### src/rtl/if_stream_tagger.sv
// if_stream_tagger
//
// Staging buffer for input-feature (IF) words. It sits directly upstream of
// the PE datapath. Raw IF words arrive from the global-buffer stream over a
// valid/ready handshake. Each accepted word is tagged with row-start and
// row-end flags, based on a configurable row length. The tagged words are
// queued in a first-word-fall-through FIFO that the PE drains.
//
// Ports:
//   clk          clock
//   rst          synchronous active-high reset
//   cfg_ld       load cfg_row_len and restart column counting
//   cfg_row_len  words per IF row (0 is treated as 1)
//   in_valid     upstream word valid
//   in_data      upstream IF word
//   in_ready     block can accept a word this cycle
//   buf_read     PE pops the head entry
//   buf_out      head entry {start, end, data}; all zeros when empty
//   buf_empty    FIFO holds no entries
//   buf_full     FIFO holds DEPTH entries
//   count        current occupancy
//   rows_pushed  complete rows accepted since reset or cfg_ld (wraps)
module if_stream_tagger #(
  parameter int DATA_WIDTH    = 8,
  parameter int DEPTH         = 8,
  parameter int PTR_LEN       = 3,
  parameter int ROW_LEN_WIDTH = 8
) (
  input  logic                     clk,
  input  logic                     rst,
  input  logic                     cfg_ld,
  input  logic [ROW_LEN_WIDTH-1:0] cfg_row_len,
  input  logic                     in_valid,
  input  logic [DATA_WIDTH-1:0]    in_data,
  output logic                     in_ready,
  input  logic                     buf_read,
  output logic [DATA_WIDTH+1:0]    buf_out,
  output logic                     buf_empty,
  output logic                     buf_full,
  output logic [PTR_LEN:0]         count,
  output logic [ROW_LEN_WIDTH-1:0] rows_pushed
);

  logic [DATA_WIDTH+1:0]    mem [DEPTH];
  logic [PTR_LEN-1:0]       rptr;
  logic [PTR_LEN-1:0]       wptr;
  logic [ROW_LEN_WIDTH-1:0] col;
  logic [ROW_LEN_WIDTH-1:0] row_len_reg;

  logic push;
  logic pop;
  logic tag_start;
  logic tag_end;

  // The status flags come straight from the occupancy counter. Input is
  // refused during a cfg_ld cycle, so a word is never tagged against a
  // row length that is being replaced.
  assign buf_empty = (count == '0);
  assign buf_full  = (count == (PTR_LEN+1)'(DEPTH));
  assign in_ready  = !buf_full && !cfg_ld;

  // A pop on an empty FIFO is dropped. A push on a full FIFO cannot happen
  // because in_ready is already low.
  assign push = in_valid && in_ready;
  assign pop  = buf_read && !buf_empty;

  // Row flags depend only on the column position of the word being accepted.
  assign tag_start = (col == '0);
  assign tag_end   = (col == row_len_reg - ROW_LEN_WIDTH'(1));

  // FWFT head. The output is forced to zero when empty, so stale storage
  // contents are never presented to the PE.
  assign buf_out = buf_empty ? '0 : mem[rptr];

  // Storage is not reset. Writes are suppressed during reset so that a
  // stale in_ready cannot deposit a word that the reset is discarding.
  always_ff @(posedge clk) begin
    if (!rst && push) begin
      mem[wptr] <= {tag_start, tag_end, in_data};
    end
  end

  // Pointers, occupancy, column tracking and the row counter. cfg_ld only
  // restarts tagging. Entries already queued keep their tags, and a
  // concurrent pop still drains normally.
  always_ff @(posedge clk) begin
    if (rst) begin
      rptr        <= '0;
      wptr        <= '0;
      count       <= '0;
      col         <= '0;
      rows_pushed <= '0;
      row_len_reg <= ROW_LEN_WIDTH'(1);
    end else begin
      if (cfg_ld) begin
        col         <= '0;
        rows_pushed <= '0;
        row_len_reg <= (cfg_row_len == '0) ? ROW_LEN_WIDTH'(1) : cfg_row_len;
      end else if (push) begin
        if (tag_end) begin
          col         <= '0;
          rows_pushed <= rows_pushed + ROW_LEN_WIDTH'(1);
        end else begin
          col <= col + ROW_LEN_WIDTH'(1);
        end
      end

      if (push) begin
        wptr <= wptr + PTR_LEN'(1);
      end
      if (pop) begin
        rptr <= rptr + PTR_LEN'(1);
      end

      case ({push, pop})
        2'b10:   count <= count + (PTR_LEN+1)'(1);
        2'b01:   count <= count - (PTR_LEN+1)'(1);
        default: count <= count;
      endcase
    end
  end

endmodule

### config.mk
export PLATFORM = sky130hd
export DESIGN_NAME = if_stream_tagger
export DESIGN_NICKNAME = d
export VERILOG_FILES = /design/src/rtl/if_stream_tagger.sv
export SDC_FILE = /design/constraint.sdc
export NUM_CORES = 1
export LEC_CHECK = 0
export CAP_MARGIN = 0
export CORE_UTILIZATION = 50
export DETAILED_ROUTE_END_ITERATION = 8
export GPL_TIMING_DRIVEN = 0
export HOLD_SLACK_MARGIN = 0.12
export PLACE_DENSITY_LB_ADDON = 0.3
export SETUP_SLACK_MARGIN = 0.05
export SKIP_CTS_REPAIR_TIMING = 1
export SLEW_MARGIN = 20
export SYNTH_ARGS = -nofsm -noshare
export SYNTH_HDL_FRONTEND = slang
export SYNTH_SLANG_ARGS = --single-unit
export TNS_END_PERCENT = 100
### constraint.sdc
create_clock -name clk -period 3.3 [get_ports clk]
set_input_delay 0.33 -clock clk [delete_from_list [all_inputs] [get_ports clk]]
set_output_delay 0.33 -clock clk [all_outputs]
set_load 0.005 [all_outputs]
Word level (Yosys, flattened, before mapping)
Memories as Yosys holds them, arrays and structs flattened. A register that Yosys moved wholly into a read port is not among the register bits.
Index checks and enable logic that the tools add are counted.
{"block": "totals", "word_cells": 40, "output_inout_bits": 25, "memories": 1, "ff_bits": 34, "ramBits": 80, "inputBits": 21}
{"block": "classes", "n_eq_ne": 4, "muxes": 8, "reduce_logical": 14, "n_addsub": 7}
{"memory": "mem", "words": 8, "word_bits": 10, "rd": 1, "rd_clocked_by_memory_dff": 1, "write_ports": 1, "line": "44", "rtl": "logic [DATA_WIDTH+1:0] mem [DEPTH];"}
{"cell": "$add 8x1->8 const B", "n": 2}
{"cell": "$logic_not 8->1", "n": 2}
{"cell": "$mux 8", "n": 2}
{"cell": "$mux 10", "n": 1}
{"cell": "$eq 8x8->1", "n": 1}
{"cell": "$pmux 4 s2", "n": 1}
{"cell": "$sub 8x1->8 const B", "n": 1}
{"cell": "$add 3x1->3 const B", "n": 2}
{"cell": "$mux 3", "n": 2}
{"cell": "$add 4x1->4 const B", "n": 1}
{"cell": "$eq 4x4->1 const B", "n": 1}
{"cell": "$logic_and 1x1->1", "n": 4}
{"cell": "$logic_not 1->1", "n": 4}
{"cell": "$logic_not 4->1", "n": 1}
{"cell": "$sub 4x1->4 const B", "n": 1}
{"cell": "$eq 2x1->1 const B", "n": 1}
{"cell": "$eq 2x2->1 const B", "n": 1}
{"cell": "$mux 1", "n": 2}
{"cell": "$reduce_and 2->1", "n": 1}
{"cell": "$reduce_bool 2->1", "n": 1}
{"cell": "$reduce_or 2->1", "n": 1}

Longest topological paths before layout
{"block": "depth", "word_depth": 7, "ltp_mapped": 11, "depth_no_buf": 10}

Worst setup path before layout
No wires, ideal clock.
{"block": "synth_path", "path_kind": "reg-to-reg", "from": "register count[0]", "to": "memory mem[5][0] in the netlist's numbering, enable pin", "stages_incl_launch_ff": 6, "slack_ns": 0.422, "n_path_buf": 1, "t_arrival_ns": 2.471, "required_ns": 2.893, "setup_ns": 0.407, "period_less_slack_ns": 2.878, "path_cell_list": "dfxtp_1 > nor4b_1 > nor3b_1 > clkbuf_1 > nand2_1 > nor4b_1"}
{"block": "synth_between", "elab_chain_len": 7}
{"item": "start: declaration", "line": "40", "rtl": "output logic [PTR_LEN:0] count,"}
{"item": "start signal: assignment", "line": "116", "rtl": "2'b10: count <= count + (PTR_LEN+1)'(1);"}
{"item": "start signal: assignment", "line": "117", "rtl": "2'b01: count <= count - (PTR_LEN+1)'(1);"}
{"item": "start signal: assignment", "line": "118", "rtl": "default: count <= count;"}
{"item": "$eq 4x4->1", "line": "59", "rtl": "assign buf_full = (count == (PTR_LEN+1)'(DEPTH));"}
{"item": "via buf_full", "line": "39", "rtl": "output logic buf_full,"}
{"item": "$logic_not 1->1", "line": "60", "rtl": "assign in_ready = !buf_full && !cfg_ld;"}
{"item": "$logic_and 1x1->1", "line": "60"}
{"item": "$logic_and 1x1->1", "line": "64", "rtl": "assign push = in_valid && in_ready;"}
{"item": "$logic_and 1x1->1", "line": "78", "rtl": "if (!rst && push) begin"}
{"item": "$mux 1", "line": "78"}
{"item": "$mux 1 (not written as such)", "line": "79", "rtl": "mem[wptr] <= {tag_start, tag_end, in_data};"}
{"item": "end: declaration", "line": "44"}
The timed path passes the listed nets, and every way through them passes these cells.

Worst setup path in the final report
{"block": "layout_path", "from": "register count[0]", "to": "register count[3]"}
{"block": "layout_between", "elab_chain_len": 6, "word_cells_on_any_way": 13, "cone_classes": "add/sub (2); eq/ne (3); mux (1); reduce/logical (7)"}
{"item": "$eq 4x4->1", "line": "59"}
{"item": "$logic_not 1->1", "line": "60"}
{"item": "$logic_and 1x1->1", "line": "60"}
{"item": "$logic_and 1x1->1", "line": "64"}
{"item": "$eq 2x1->1 / $eq 2x2->1 (equally long branches)", "line": "115", "rtl": "case ({push, pop})"}
{"item": "$pmux 4 s2 / $reduce_bool 2->1 (equally long branches)"}
Parallel ways exist; a longest one is shown, timed or not.
A chain may end at the register's enable or synchronous reset.

==> flow_summary.toml <==
[final_layout]
area.sequential_mm2 = 0.003143
fill_cell_count = 712
final_layout_size_suffix_gt1_frac = 0.1818
multiInputGateArea_mm2 = 0.001787
num_antenna_cells = 0
final_cell_mix = "sky130_fd_sc_hd__edfxtp_1 (80), sky130_fd_sc_hd__clkdlybuf4s50_1 (45), sky130_fd_sc_hd__nor2_1 (37), sky130_fd_sc_hd__dfxtp_1 (37), sky130_fd_sc_hd__mux4_2 (20)"
largest_reg_flops = 80
largest_register = "mem"
nets = 458
instances_no_fill = 573
syn_to_final_growth_pct = 26.93
layout_commonest_cell = "sky130_fd_sc_hd__edfxtp_1"

[synth]
synthAdderAreaFrac = 0.02660
main_combinational_cell_family_by_area_after_synthesis = "multiplexers"
synth.yosys.warnings = 0
mappedNetlistNets = 387
synth-seq-cells = 117
synth_top_flop_cell = "sky130_fd_sc_hd__edfxtp_1"
synth.yosys.seq_area_share = 0.6304
postSynthAreaPerCell_um2 = 14.01
synth.cell_area_mm2 = 0.004986
count_of_mapped_cells_out_of_synthesis = 356
synth-compound-area-share = 0.04492
postSynth.asyncResetShare = 0
yosysUniqueCellTypes = 49
synth-simple-area-share = 0.1134
xor_xnor_cell_area_share_of_the_yosys_netlist = 0.03689
muxShareOfSynthArea = 0.1265
number_of_enable_type_register_cells_in_the_synthesized_netlist = 80

[floorplanning]
initial_utilization = 0.5125
floorplan.core_area_mm2 = 0.009729
die_h_um = 101.9
num_rows = 36
ios = 46
die_area_mm2 = 0.01038
die-width_um = 101.9

[worst_setup_path]
critPathRequiredTime_ns = 3.74
r2r_start = "count[0]"
timing.critical_path.from_type = "register"
endpoint_kind = "register"
worstSetupPathType = "register to register"
cp-startpoint = "count[0]"
worstPathMaxFanout = 13
worstPathArrival_ns = 3.44

[cts]
clkSinkCount = 117
cts_tree = "done"
cts_htree_levels = 4
tritoncts.num_buffers = 17
root_buffer_cell = "sky130_fd_sc_hd__clkbuf_8"
clockBufferDepth = 2
clock_insertion_delay_worst_skew_ns = 0.52
clk_pin_slew_worst_paths_ns = 0.06

[hold_path]
holdCritPathClass = "input pin to register"
worstHoldStart = "cfg_row_len[5]"

[power]
share_seq_of_total_power = 0.367
leakage_nw = 2.100
p_clk_frac = 0.415
power.combinational.fraction = 0.218
power.switching_mw = 1.181
intPower_mw = 3.385
switching_share = 0.2586
p_per_area_mw_per_mm2 = 721.4
worst_ir_drop_vdd_mv = 0.3561

[sta]
setup-violations-final = 0
max_slew.worst_pin.slew_ns = 0.9375
max_freq_mhz = 333.0
finalCriticalPeriod_ns = 3.003
final-hold-violation-count = 0
setup_ws_ns = 0.2966
rsz0062_at_grt = "no"
fin_worst_skew_ns = 0.01248
relative_slew_slack = 0.3750
report.final.slew_viol_count = 0
final.period_utilization = 0.9101

[flow_run]
drv.max_cap_violation_count = 0

[placed_design]
dp.final_hpwl_mm = 6.819
place_inst = 542
detailedPlace.worstSlack_ns = -0.3013
gp_congestion = 0.8241
port-buffer-count = 45

[global_route]
antenna_violations_before_repair = 0
grt_first_pass_wirelength_mm = 16.10
grt_max_degree = 17
grt_util_all_layers = 0.2148
first_global_vias = 3193
globalRouteOverflowTotal = 0

[outcome]
status = "completed"

[drt]
drt_pre_antenna_iters = 4
avgViaCountPerCell = 5.548
detail_route.iter0.violations = 183
detail_route.wirelength_mm = 10.18
wire_per_inst_um = 17.76
detailroute.via_count = 3179
antenna_left = 0
drc = 0
## path summary, 6_finish.rpt
| check | depth (start not counted) | to | slack [ns] |
|---|---|---|---|
| worst max-delay path | 10 | count[3] | 0.30 |
| worst min register to register | 2 | rows_pushed[7] | 0.48 |
| worst max register to register | 10 | count[3] | 0.30 |
| worst min-delay path | 3 | row_len_reg[5] | 0.48 |
## routing by layer
| layer | global-route usage | vias up | part of all wire |
|---|---|---|---|
| met5 | 0 | - | 0 |
| met4 | 0.09451 | 0 | 0.0067 |
| met3 | 0.06566 | 6 | 0.054 |
| met2 | 0.3290 | 85 | 0.50 |
| met1 | 0.2851 | 1584 | 0.44 |
| li1 | - | 1504 | - |
## stage by stage
| stage | total power [mW] | cell area (um2) | util | TNS, ns | hold slack, ns |
|---|---|---|---|---|---|
| after detailed placement | 2.702 | 5693 | 0.5851 | -3.329 | 0.4811 |
| after floorplan | 2.274 | 4986 | - | 0 | 0.4289 |
| after CTS | 4.597 | 6314 | 0.6489 | -0.1064 | 0.4588 |
| final | 4.566 | 6329 | 0.6505 | 0 | 0.4751 |
| after global routing | 4.753 | 6329 | 0.6505 | 0 | 0.4741 |
| after global placement | 2.670 | 5603 | 0.5759 | -48.58 | 0.4755 |
## power by group through the flow
stage,Sequential [mW],Combinational [mW],Clock (mW)
2_1_floorplan,1.70,0.579,0
3_3_place_gp,1.70,0.968,0
3_5_place_dp,1.71,0.995,0
4_1_cts,1.68,1.00,1.92
5_1_grt,1.68,1.09,1.98
6_report,1.68,0.993,1.89
## logic make-up after synthesis
group           count (synthesis)
flops                         117
fa+ha+maj                      10
compound gates                 34
xor+xnor                       21
simple gates                  108
buf+inv                        28
mux                            38
## cell usage after synthesis, drive strengths merged (2+ instances only)
| library cell | instances | area, um2 |
|---|---|---|
| edfxtp | 80 | 2402 |
| nor2 | 39 | 146.4 |
| dfxtp | 37 | 740.7 |
| mux4 | 20 | 450.4 |
| mux2i | 18 | 180.2 |
| nand2 | 17 | 63.81 |
| clkbuf | 15 | 56.30 |
| a21oi | 14 | 70.07 |
| xnor2 | 13 | 113.9 |
| inv | 11 | 41.29 |
| ha | 9 | 112.6 |
| xor2 | 8 | 70.07 |
| nor3 | 7 | 35.03 |
| nor4 | 6 | 43.79 |
| o31ai | 6 | 45.04 |
| or4 | 6 | 48.80 |
| nand3 | 5 | 25.02 |
| and3 | 4 | 25.02 |
| nand4 | 4 | 25.02 |
| nor4b | 4 | 35.03 |
| o21ai | 4 | 20.01 |
| or3 | 3 | 18.77 |
| and2 | 2 | 12.51 |
| buf | 2 | 8.750 |
| nor2b | 2 | 12.51 |
| or2 | 2 | 12.52 |
## worst max-delay path: stages, from the launching register on
cell and delay (ns):
sky130_fd_sc_hd__dfxtp_1 0.36, sky130_fd_sc_hd__nor4b_1 0.56, sky130_fd_sc_hd__nor3b_2 0.19, sky130_fd_sc_hd__inv_1 0.41, sky130_fd_sc_hd__ha_1 0.28, sky130_fd_sc_hd__ha_1 0.24
sky130_fd_sc_hd__a21o_1 0.18, sky130_fd_sc_hd__a21oi_1 0.16, sky130_fd_sc_hd__xnor2_1 0.09, sky130_fd_sc_hd__or3_1 0.31, sky130_fd_sc_hd__a21oi_1 0.14
## final cells by class
class | instances | area share
well taps | 133 | 0.02630
clock inverters | 14 | 0.03203
flip-flops and latches | 117 | 0.4966
repair buffers | 53 | 0.08007
clock buffers | 18 | 0.06603
plain buffers | 16 | 0.01008
inverters | 11 | 0.006524
multi-input cells | 211 | 0.2823
No activity file was read; power rests on OpenSTA's default activity.
